$ cat config.mk
export PLATFORM = sky130hd
export DESIGN_NAME = remote_pos_axis_receiver
export DESIGN_NICKNAME = d
export VERILOG_FILES = /design/src/rtl/remote_pos_axis_receiver.sv
export SDC_FILE = /design/constraint.sdc
export NUM_CORES = 1
export LEC_CHECK = 0
export BUFFER_PORTS_ARGS = -buffer_cell sky130_fd_sc_hd__buf_4
export CORE_MARGIN = 1.5
export CORE_UTILIZATION = 34
export CTS_CLUSTER_SIZE = 16
export DETAILED_ROUTE_END_ITERATION = 6
export GPL_TIMING_DRIVEN = 0
export REMOVE_ABC_BUFFERS = 1
export SLEW_MARGIN = 5
export SYNTH_ARGS = -nofsm -noshare
export SYNTH_HDL_FRONTEND = slang
export SYNTH_SLANG_ARGS = --single-unit
$ cat constraint.sdc
create_clock -name clk -period 6.4 [get_ports clk]
set_clock_uncertainty 0.15 [all_clocks]
set_input_delay 0 -clock clk [delete_from_list [all_inputs] [get_ports clk]]
set_output_delay 0 -clock clk [all_outputs]
set_load 0.03 [all_outputs]
$ cat src/rtl/remote_pos_axis_receiver.sv
// Remote position receiver: takes position/DONE packets off the network
// stream, filters them by destination node and payload validity, buffers
// accepted position records in a first-word-fall-through FIFO for the ring
// node, and signals when every remote position of the iteration has been
// delivered.
module remote_pos_axis_receiver #(
  parameter int FIFO_DEPTH              = 16,
  parameter int DROP_CNT_WIDTH          = 16,
  parameter int NODE_ID_WIDTH           = 4,
  parameter int STREAMING_TDEST_WIDTH   = 8,
  parameter int OFFSET_PKT_STRUCT_WIDTH = 24,
  parameter int GLOBAL_CELL_ID_WIDTH    = 3,
  parameter int NB_CELL_COUNT_WIDTH     = 8,
  parameter int AXIS_PKT_STRUCT_WIDTH   = OFFSET_PKT_STRUCT_WIDTH + 3*GLOBAL_CELL_ID_WIDTH
                                          + NB_CELL_COUNT_WIDTH + 2
) (
  input  logic                                clk,
  input  logic                                rst,
  input  logic [NODE_ID_WIDTH-1:0]            i_local_node_id,
  input  logic [AXIS_PKT_STRUCT_WIDTH-1:0]    i_axis_tdata,
  input  logic [STREAMING_TDEST_WIDTH-1:0]    i_axis_tdest,
  input  logic                                i_axis_tvalid,
  output logic                                o_axis_tready,
  output logic [OFFSET_PKT_STRUCT_WIDTH-1:0]  o_remote_offset_pkt,
  output logic [3*GLOBAL_CELL_ID_WIDTH-1:0]   o_remote_gcid,
  output logic [NB_CELL_COUNT_WIDTH-1:0]      o_remote_lifetime,
  output logic                                o_remote_valid,
  input  logic                                i_remote_ack,
  input  logic                                i_iter_start,
  output logic                                o_remote_done,
  output logic [DROP_CNT_WIDTH-1:0]           o_drop_count
);

  localparam int AW       = $clog2(FIFO_DEPTH);
  localparam int GCID_W   = 3*GLOBAL_CELL_ID_WIDTH;
  localparam int GCID_LSB = OFFSET_PKT_STRUCT_WIDTH;
  localparam int LIFE_LSB = GCID_LSB + GCID_W;
  localparam int TYPE_LSB = LIFE_LSB + NB_CELL_COUNT_WIDTH;
  localparam int REC_W    = TYPE_LSB;  // stored record = everything below the type field

  localparam logic [1:0]                TYPE_POS  = 2'b00;
  localparam logic [1:0]                TYPE_DONE = 2'b01;
  localparam logic [AW:0]               DEPTH_CNT = (AW+1)'(FIFO_DEPTH);
  localparam logic [AW:0]               ONE_CNT   = (AW+1)'(1);
  localparam logic [AW-1:0]             ONE_PTR   = AW'(1);
  localparam logic [DROP_CNT_WIDTH-1:0] DROP_ONE  = DROP_CNT_WIDTH'(1);

  typedef enum logic [1:0] {S_IDLE, S_DRAIN, S_DONE} state_t;

  state_t                 state, state_next;
  logic [REC_W-1:0]       mem [FIFO_DEPTH];
  logic [REC_W-1:0]       head;
  logic [AW-1:0]          wr_ptr, rd_ptr;
  logic [AW:0]            count, count_next;
  logic [1:0]             pkt_type;
  logic [NB_CELL_COUNT_WIDTH-1:0] lifetime;
  logic                   tdest_match, accept, push, done_pkt, drop, pop;

  // Only the low node-id bits of the destination are meaningful here.
  if (STREAMING_TDEST_WIDTH > NODE_ID_WIDTH) begin : g_tdest_hi
    logic unused_tdest_hi;
    assign unused_tdest_hi = ^i_axis_tdest[STREAMING_TDEST_WIDTH-1:NODE_ID_WIDTH];
  end

  assign pkt_type    = i_axis_tdata[TYPE_LSB +: 2];
  assign lifetime    = i_axis_tdata[LIFE_LSB +: NB_CELL_COUNT_WIDTH];
  assign tdest_match = (i_axis_tdest[NODE_ID_WIDTH-1:0] == i_local_node_id);

  // Ready uses registered occupancy only, so a pop never frees a slot for a
  // push in the same cycle; held low while reset is asserted.
  assign o_axis_tready = !rst && (state == S_IDLE) && (count < DEPTH_CNT);
  assign accept        = i_axis_tvalid && o_axis_tready;
  assign push          = accept && tdest_match && (pkt_type == TYPE_POS)
                         && (lifetime != '0);
  assign done_pkt      = accept && tdest_match && (pkt_type == TYPE_DONE);
  assign drop          = accept && !push && !done_pkt;
  assign pop           = i_remote_ack && o_remote_valid;

  // Head record falls through combinationally; masked to zero while empty.
  assign head                = mem[rd_ptr];
  assign o_remote_valid      = (count != '0);
  assign o_remote_offset_pkt = o_remote_valid ? head[0 +: OFFSET_PKT_STRUCT_WIDTH] : '0;
  assign o_remote_gcid       = o_remote_valid ? head[GCID_LSB +: GCID_W] : '0;
  assign o_remote_lifetime   = o_remote_valid ? head[LIFE_LSB +: NB_CELL_COUNT_WIDTH] : '0;
  assign o_remote_done       = (state == S_DONE);

  // Occupancy after this edge: push and pop together leave it unchanged.
  always_comb begin
    // NOTE: every always_comb output gets a default first so no path leaves it unassigned (no latch).
    count_next = count;
    if (push && !pop)      count_next = count + ONE_CNT;
    else if (!push && pop) count_next = count - ONE_CNT;
  end

  // Next state: DONE packet starts the drain; drain ends the cycle the FIFO
  // empties; iteration start re-arms reception only from DONE.
  always_comb begin
    state_next = state;
    unique case (state)
      S_IDLE:  if (done_pkt)            state_next = S_DRAIN;
      S_DRAIN: if (count_next == '0)    state_next = S_DONE;
      S_DONE:  if (i_iter_start)        state_next = S_IDLE;
      default:                          state_next = S_IDLE;
    endcase
  end

  // Control state: FSM, pointers, occupancy and saturating drop counter.
  always_ff @(posedge clk or posedge rst) begin
    // NOTE: sequential state uses non-blocking assignments so every register samples pre-edge values.
    if (rst) begin
      state        <= S_IDLE;
      wr_ptr       <= '0;
      rd_ptr       <= '0;
      count        <= '0;
      o_drop_count <= '0;
    end else begin
      state <= state_next;
      count <= count_next;
      if (push) wr_ptr <= wr_ptr + ONE_PTR;
      if (pop)  rd_ptr <= rd_ptr + ONE_PTR;
      if (drop && (o_drop_count != '1)) o_drop_count <= o_drop_count + DROP_ONE;
    end
  end

  // Record storage write port.
  always_ff @(posedge clk) begin
    // NOTE: storage is deliberately not reset; outputs are masked while empty, so stale data never escapes.
    if (push) mem[wr_ptr] <= i_axis_tdata[REC_W-1:0];
  end

endmodule

[Yosys cells after proc, flatten, opt, wreduce, memory -nomap -nowiden]
Memories as Yosys holds them, arrays and structs flattened.
Index checks and enable logic that the tools add are counted.
Operators by class
  mux-type cells: 11
  $add $sub $neg: 5
  div/mod/pow operators: 0
  bitwise logic cells: 0
  reductions and logical operators: 23
  shift operators: 0
  $mul: 0
  eq/ne operators: 8
  $lt $le $gt $ge: 1
Operators by type and width (count)
  24-bit two-way mux: 1
  16-bit by 1-bit adder with 16-bit output, second input constant: 1
  16-bit != test, second input constant: 1
  1-bit logical AND: 13
  5-bit two-way mux: 2
  9-bit two-way mux: 1
  4-bit by 1-bit adder with 4-bit output, second input constant: 2
  8-bit two-way mux: 1
  8-bit nonzero test: 1
  2-bit two-way mux: 3
  2-bit != test, second input constant: 3
  2-bit one-hot mux with 3 select lines: 1
  5-bit by 1-bit adder with 5-bit output, second input constant: 1
  5-bit zero test: 1
  5-bit less-than comparator, second input constant: 1
  5-bit nonzero test: 1
  5-bit by 1-bit subtractor with 5-bit output, second input constant: 1
  2-bit by 1-bit == test with 1-bit output, second input constant: 2
  4-bit == test: 1
  1-bit zero test: 4
  2-bit zero test: 2
  3-bit AND reduction: 1
  2-bit == test, second input constant: 1
  1-bit two-way mux: 2
Word-level totals
  bits in latches: 0
  RAM bits: 656
  word-level logic and storage cells: 54
  memories: 1
  bits in registers: 31
  input port bits: 60
  ROM bits: 0
Memories
  mem: depth 16, width 41, read ports 1, clocked after Yosys merged registers in 0, write ports 1, line 51  | logic [REC_W-1:0] mem [FIFO_DEPTH];

[Depth between registers and ports, before layout]
Gate-level depths: netlist of run 1.
  depth after elaboration: 14
  gate-level depth with buffers: 12
  gate-level depth less buffers: 9

[Worst setup path before layout of run 1]
Ideal clock, no wire load.
  path kind: reg-to-reg
  start point: register state[0]
  end point: memory mem[3][0] (netlist name), enable pin
  arrival time: 5.140 ns
  buffers on the path: 1
  stages on the path, launching flop included: 7
  setup slack: 0.619 ns
  cell sequence: dfrtp_1 > nor4_4 > nand4b_1 > a2111oi_4 > clkbuf_1 > nand2_1 > nor3_1
Between the ends
  longest elaborated chain between the ends: 9
Ends and longest elaborated chain
  from (decl): line 50  | state_t state, state_next;
  from (signal assigned): line 117  | state <= state_next;
  2-bit zero test: line 71  | assign o_axis_tready = !rst && (state == S_IDLE) && (count < DEPTH_CNT);
  1-bit logical AND (2 in a row): line 71
  named net o_axis_tready: line 23  | output logic o_axis_tready,
  1-bit logical AND: line 72  | assign accept = i_axis_tvalid && o_axis_tready;
  1-bit logical AND (2 in a row): line 73  | assign push = accept && tdest_match && (pkt_type == TYPE_POS)
  1-bit logical AND: line 74  | && (lifetime != '0);
  1-bit two-way mux: line 128  | if (push) mem[wr_ptr] <= i_axis_tdata[REC_W-1:0];
  1-bit two-way mux (implied by the code): line 128
  to (decl): line 51
The timed path passes the listed nets, and every way through them passes these cells.

[Worst setup path in the final report of run 1]
  start point: input rst
  end point: register state[0]
Between the ends
  longest elaborated chain between the ends: 14
  elaborated cells between the ends (all ways): 17
Ends and longest elaborated chain
  from (decl): line 18  | input logic rst,
  1-bit zero test (no line) *
  1-bit logical AND * (2 in a row): line 71
  1-bit logical AND *: line 72
  1-bit logical AND * (2 in a row): line 73
  1-bit logical AND *: line 74
  1-bit zero test: line 92  | else if (!push && pop) count_next = count - ONE_CNT;
  1-bit logical AND: line 92
  5-bit two-way mux: line 92
  5-bit two-way mux *: line 91  | if (push && !pop) count_next = count + ONE_CNT;
  named net count_next[4]: line 54  | logic [AW:0] count, count_next;
  5-bit zero test *: line 101  | S_DRAIN: if (count_next == '0) state_next = S_DONE;
  2-bit != test (no line) *
  3-bit AND reduction (no line) *
The timed path passes the listed nets; every way through them passes the cells marked *.
A chain may end at the register's enable or synchronous reset.

==> results by group, run 1 <==
Yosys
  – Post-synth top cells: edfxtp_1, mux4_2, clkbuf_1, and2_1, dfrtp_1
  – Syn_area_per_cell: 23.3 µm²
  – Unique masters post-synth: 38
  – EDFF count, synth: 656
  – Synth top area share: 0.741
  – Post-synthesis sequential area ratio: 0.771
  – Mapped Cells: 1139
  – Cell with the most instances after synthesis: edfxtp_1
  – Yosys reg bits: 687
  – Ranking of synthesized cells by area: edfxtp_1, mux4_2, dfrtp_1, and2_1, xnor2_1
  – Post-synth ARST share: 0.0451
  – Yosys warns: 0
  – Cell taking the most area after synthesis: edfxtp_1
  – Dominant synthesized flop cell: edfxtp_1
  – Post-Syn Area: 26600 µm²

Final layout
  – Layout area overhead: 22.6%
  – Final #Nets: 1450
  – Fillers: 6738
  – Reg area: 20500 µm²
  – Fin cells: 2479
  – Area of the multi-input gates: 5970 µm²
  – Fraction of layout cells with a size suffix above 1: 0.355
  – Final Util: 0.421

Clock tree
  – Post-CTS setup buffers: 0
  – Number of buffers created by CTS: 72
  – CTS tree: built
  – CTS Hold Bufs: 49
  – Post-CTS resize count: 0
  – Worst-skew pair later-pin latency: 0.61 ns
  – Clock transition at path regs: 0.06 ns
  – Clk buf depth: 3
  – CTS Sinks: 687
  – H-tree Lvls: 3
  – Clock Tree Root: clkbuf_16

Status
  – Run status: finished, final reports clean

Worst setup path
  – Crit-path slowest cell: dlygate4sd3_1
  – Worst R2R Start: state[0]
  – CP Launch Point: rst
  – Worst setup SP type: primary input
  – Worst path bufs/invs: 5
  – CP peak stage delay: 0.91 ns
  – Top Family by Delay on Critical Path: buffers and inverters
  – Worst Path Required: 6.74 ns
  – CP Capture Type: flop
  – Cells along the critical path: dlygate4sd3_1, dlygate4sd3_1, buf_4, nor4_4, nand4b_1, a2111oi_4, dlygate4sd3_1, mux2i_1, xor2_1, nor4_2, o21ai_1, dlygate4sd3_1
  – Crit path kind: in2reg
  – Critical Path AT: 4.73 ns
  – Max FO, Critical Path: 10
  – CP most frequent cell: dlygate4sd3_1

STA
  – Slew margin rel.: 0.299
  – Unrepaired setup endpoints after global routing: false
  – Max frequency: 0.228 GHz
  – Pins Over Slew Limit: 0
  – Min cycle time layout: 4.39 ns
  – Final setup vio count: 0
  – Worst hold slack: 0.0702 ns
  – Worst Max-Slew Pin Slew: 1.05 ns
  – Post-Route Setup TNS: 0 ns
  – Fin. Hold Viols: 0
  – Fin crit share: 0.685

Place
  – # port buffers: 115
  – Dpl cells: 2297
  – Post-DP HPWL: 36200 µm
  – GPL Wtd Cong: 0.716

Power
  – Tot Pwr: 13.2 mW
  – Power Density: 404 nW/µm²
  – Leak pwr: 10.5 nW
  – VDD IR max: 353 µV

Global routing
  – Total GRT Usage: 0.153
  – First-pass GRT wire length: 87900 µm
  – Grt ovf: 0
  – Initial antenna violation count: 4
  – Vias in the first global route: 13200
  – Largest net degree at the start of global routing: 57

Die
  – I/O pin cnt: 120
  – DIE HEIGHT: 283 µm
  – Num rows: 102
  – Die area: 79800 µm²
  – Initial Util: 0.344
  – Die width: 283 µm
  – Core area: 77300 µm²

Route
  – Initial drt markers: 1222
  – Via density per instance: 5.03
  – Drt drc: 0
  – Total number of vias: 12500
  – Pre-Repair DR Iteration Count: 5
  – DRT Wirelength: 60000 µm
  – Avg WL per Cell: 24.2 µm
  – Final ANT Viol Nets: 0

Flow run
  – Max Cap Viol: 0

Min path
  – HP Start: i_axis_tdata[30]
  – Hold Crit Class: in2reg
stage by stage:
stage | worst slack, ns | instance area [µm²]
2_1_floorplan | -1.46 | 26400
3_3_place_gp | -4.60 | 28500
3_5_place_dp | 1.98 | 29800
4_1_cts | 2.04 | 32600
5_1_grt | 1.78 | 32600
6_report | 2.01 | 32600
final timing paths:
kind / to / slack (ns) / cells after the start
worst max-delay path: state[0] / 2.01 / 12
worst min-delay path: mem[2][30] / 0.07 / 2
worst max register to register: state[0] / 2.06 / 9
worst min register to register: o_drop_count[15] / 0.35 / 1
max in group asynchronous: rd_ptr[2] / 5.11 / 4
min in group asynchronous: state[0] / 0.48 / 4
placed cells by master, fill, tap and decap left out, types with 4 or more instances in the layout:
| cell type | netlist | final |
|---|---|---|
| nand3_1 | 10 | 10 |
| mux4_2 | 205 | 205 |
| dlygate4sd3_1 | 0 | 50 |
| nand2_1 | 24 | 24 |
| clkinv_2 | 0 | 16 |
| nand4_1 | 6 | 6 |
| xor2_1 | 8 | 8 |
| clkinv_1 | 0 | 10 |
| nor3_2 | 0 | 4 |
| mux2i_1 | 4 | 4 |
| dfrtp_1 | 31 | 27 |
| buf_4 | 0 | 127 |
| buf_6 | 0 | 10 |
| ha_1 | 9 | 9 |
| xnor2_1 | 22 | 22 |
| buf_16 | 0 | 23 |
| inv_1 | 6 | 5 |
| bufinv_16 | 0 | 4 |
| clkbuf_16 | 0 | 75 |
| nor2_4 | 0 | 12 |
| dfrtp_4 | 0 | 4 |
| clkbuf_1 | 45 | 15 |
| buf_12 | 0 | 13 |
| edfxtp_1 | 656 | 656 |
| and2_1 | 42 | 42 |
| nor2_1 | 18 | 6 |
layout make-up:
| type | count | share of cell area |
|---|---|---|
| timing repair buffer | 225 | 0.0764 |
| antenna | 1 | 0.0000768 |
| sequential | 687 | 0.629 |
| tap | 1040 | 0.0399 |
| inverter | 6 | 0.000691 |
| clock inverter | 40 | 0.0110 |
| clock buffer | 91 | 0.0597 |
| multi-input combinational | 389 | 0.183 |
state kept, by name (all words and copies together) (netlist names):
signal,cells
mem,656
o_drop_count,16
count,5
rd_ptr,4
wr_ptr,4
state,2
cells by family after synthesis:
| logic type | count (synthesis) | share of synthesized area |
|---|---|---|
| flops | 687 | 0.771 |
| mux | 210 | 0.176 |
| simple gates | 130 | 0.0273 |
| buf+inv | 63 | 0.00895 |
| xor+xnor | 30 | 0.00989 |
| fa+ha+maj | 11 | 0.00499 |
| compound gates | 8 | 0.00268 |
where the power goes:
| group | internal (mW) | switching, mW |
|---|---|---|
| Combinational | 1.98 | 1.87 |
| Clock | 2.34 | 1.73 |
| Sequential | 4.98 | 0.275 |
| Total | 9.30 | 3.87 |
per-layer routing:
layer	GRT usage	vias up	routed length, µm	part of all wire
li1	-	5303	-	-
met4	0.0435	2	1310	0.022
met2	0.245	357	29000	0.48
met1	0.212	6709	26300	0.44
met5	0	-	9	0.00015
met3	0.0335	95	3330	0.056
Note: power is estimated with default switching activity, not from simulation.
==> inputs of run 2 (changes only) <==
- clock period: 6.4 -> 4.5 ns (I/O delays scaled with it)
==> results by group, run 2 (synthesized netlist as in run 1, its figures left out) <==
Status
  – Run status: finished, final reports clean

Worst setup path
  – Crit path kind: reg2out
  – Worst setup SP type: flop
  – CP Launch Point: rd_ptr[0]
  – CP Capture Type: primary output
  – Worst Path Required: 4.35 ns
  – Critical Path AT: 4.01 ns
  – Worst R2R Start: count[1]
  – Worst r2r path cells: 10
  – R2r setup slk: 0.60 ns
  – Critical Path Sink: o_remote_lifetime[2]
  – Reg2reg end: state[0]
  – Max FO, Critical Path: 38

Clock tree
  – Post-CTS resize count: 0
  – Clock Tree Root: clkbuf_16
  – Worst-skew pair later-pin latency: 0.61 ns
  – H-tree Lvls: 3
  – Number of buffers created by CTS: 72
  – CTS tree: built
  – CTS Sinks: 687
  – Clock transition at path regs: 0.06 ns
  – Clk buf depth: 3

STA
  – Min cycle time layout: 4.16 ns
  – Unrepaired setup endpoints after global routing: false
  – Max frequency: 0.241 GHz
  – Slew margin rel.: 0.283
  – Worst Max-Slew Pin Slew: 1.07 ns
  – Fin. Hold Viols: 0
  – Fin crit share: 0.924
  – Pins Over Slew Limit: 0
  – Final setup vio count: 0
  – Worst hold slack: 0.0715 ns
  – Post-Route Setup TNS: 0 ns

Die
  – Die width: 283 µm
  – DIE HEIGHT: 283 µm
  – Die area: 79800 µm²
  – Core area: 77300 µm²
  – Initial Util: 0.344
  – I/O pin cnt: 120
  – Num rows: 102

Final layout
  – Biggest regs: mem x656, o_drop_count x16, count x5
  – Most common cell after layout, fill and taps aside: edfxtp_1
  – Final #Nets: 1451
  – Commonest cells after routing, fill and taps aside: edfxtp_1, mux4_2, buf_4
  – Final Util: 0.421
  – Reg area: 20500 µm²
  – Top reg by flops: mem
  – Fillers: 6739
  – Layout area overhead: 22.7%
  – Max FFs per register: 656
  – Fraction of layout cells with a size suffix above 1: 0.356
  – Fin cells: 2480
  – Area of the multi-input gates: 5970 µm²

Place
  – Dpl cells: 2297
  – # port buffers: 115
  – Post-DP HPWL: 36200 µm
  – GPL Wtd Cong: 0.716

Power
  – Leak pwr: 10.5 nW
  – Power Density: 575 nW/µm²
  – Tot Pwr: 18.7 mW
  – VDD IR max: 501 µV

Global routing
  – Met1 Use GR: 0.212
  – Top Usage Layer GRT: met2
  – GR met3 Demand/Resource: 0.0335
  – Grt ovf: 0
  – Vias in the first global route: 13200
  – Largest net degree at the start of global routing: 57
  – Total GRT Usage: 0.153
  – Initial antenna violation count: 4
  – Met2 Use GR: 0.245
  – First-pass GRT wire length: 87900 µm

Route
  – DRT Wirelength: 60000 µm
  – Pre-Repair DR Iteration Count: 5
  – Initial drt markers: 1162
  – Avg WL per Cell: 24.2 µm
  – Via density per instance: 5.03
  – Final ANT Viol Nets: 0
  – Drt drc: 0
  – Total number of vias: 12500

Min path
  – Hold Crit Class: in2reg

Flow run
  – Max Cap Viol: 0
run 2: worst min-delay path by stage:
stage / from / end / slack (ns) / cells after the start
floorplan: rst / o_axis_tready / -0.11 / 1
global placement: i_axis_tvalid / state[0] / 0.14 / 3
detailed placement: i_axis_tvalid / state[0] / 0.14 / 3
CTS: i_axis_tdata[42] / o_drop_count[6] / 0.03 / 5
global route: i_axis_tdata[30] / mem[4][30] / 0.07 / 2
finish: i_axis_tdata[42] / o_drop_count[6] / 0.07 / 5
run 2: through the flow:
| step | setup slack, ns | instance area, µm² |
|---|---|---|
| global placement | -6.50 | 28500 |
| global route | 0.0479 | 32600 |
| finish | 0.343 | 32600 |
| CTS | 0.144 | 32600 |
| detailed placement | 0.0842 | 29800 |
| floorplan | -3.36 | 26400 |
run 2: layout make-up:
type / instances / area share
antenna: 1 / 0.0000768
clock buffer: 91 / 0.0597
clock inverter: 40 / 0.0110
inverter: 6 / 0.000691
multi-input combinational: 389 / 0.183
sequential: 687 / 0.629
tap: 1040 / 0.0399
timing repair buffer: 226 / 0.0766
run 2: worst max-delay path, stage by stage, from the launching register on:
cell	delay, ns
dfrtp_4	0.90
buf_16	0.36
buf_16	0.32
buf_16	0.31
mux4_2	0.55
mux4_2	0.47
and2_1	0.22
buf_4	0.18
run 2: repair_timing:
action,CTS,global route
endpoints found under the setup margin,0,1
buffers inserted,0,1
hold buffers,49,1
hold endpoints to repair,718,26
run 2: per-layer routing:
metal | part of all wire | wire [µm]
met5 | 0.00015 | 9
met4 | 0.022 | 1300
met3 | 0.059 | 3550
met2 | 0.48 | 29100
met1 | 0.43 | 26000
run 2: power breakdown:
part / switching (mW) / total [mW] / internal (mW)
Clock: 2.46 / 5.79 / 3.33
Combinational: 2.66 / 5.47 / 2.81
Sequential: 0.389 / 7.47 / 7.08
Total: 5.51 / 18.7 / 13.2
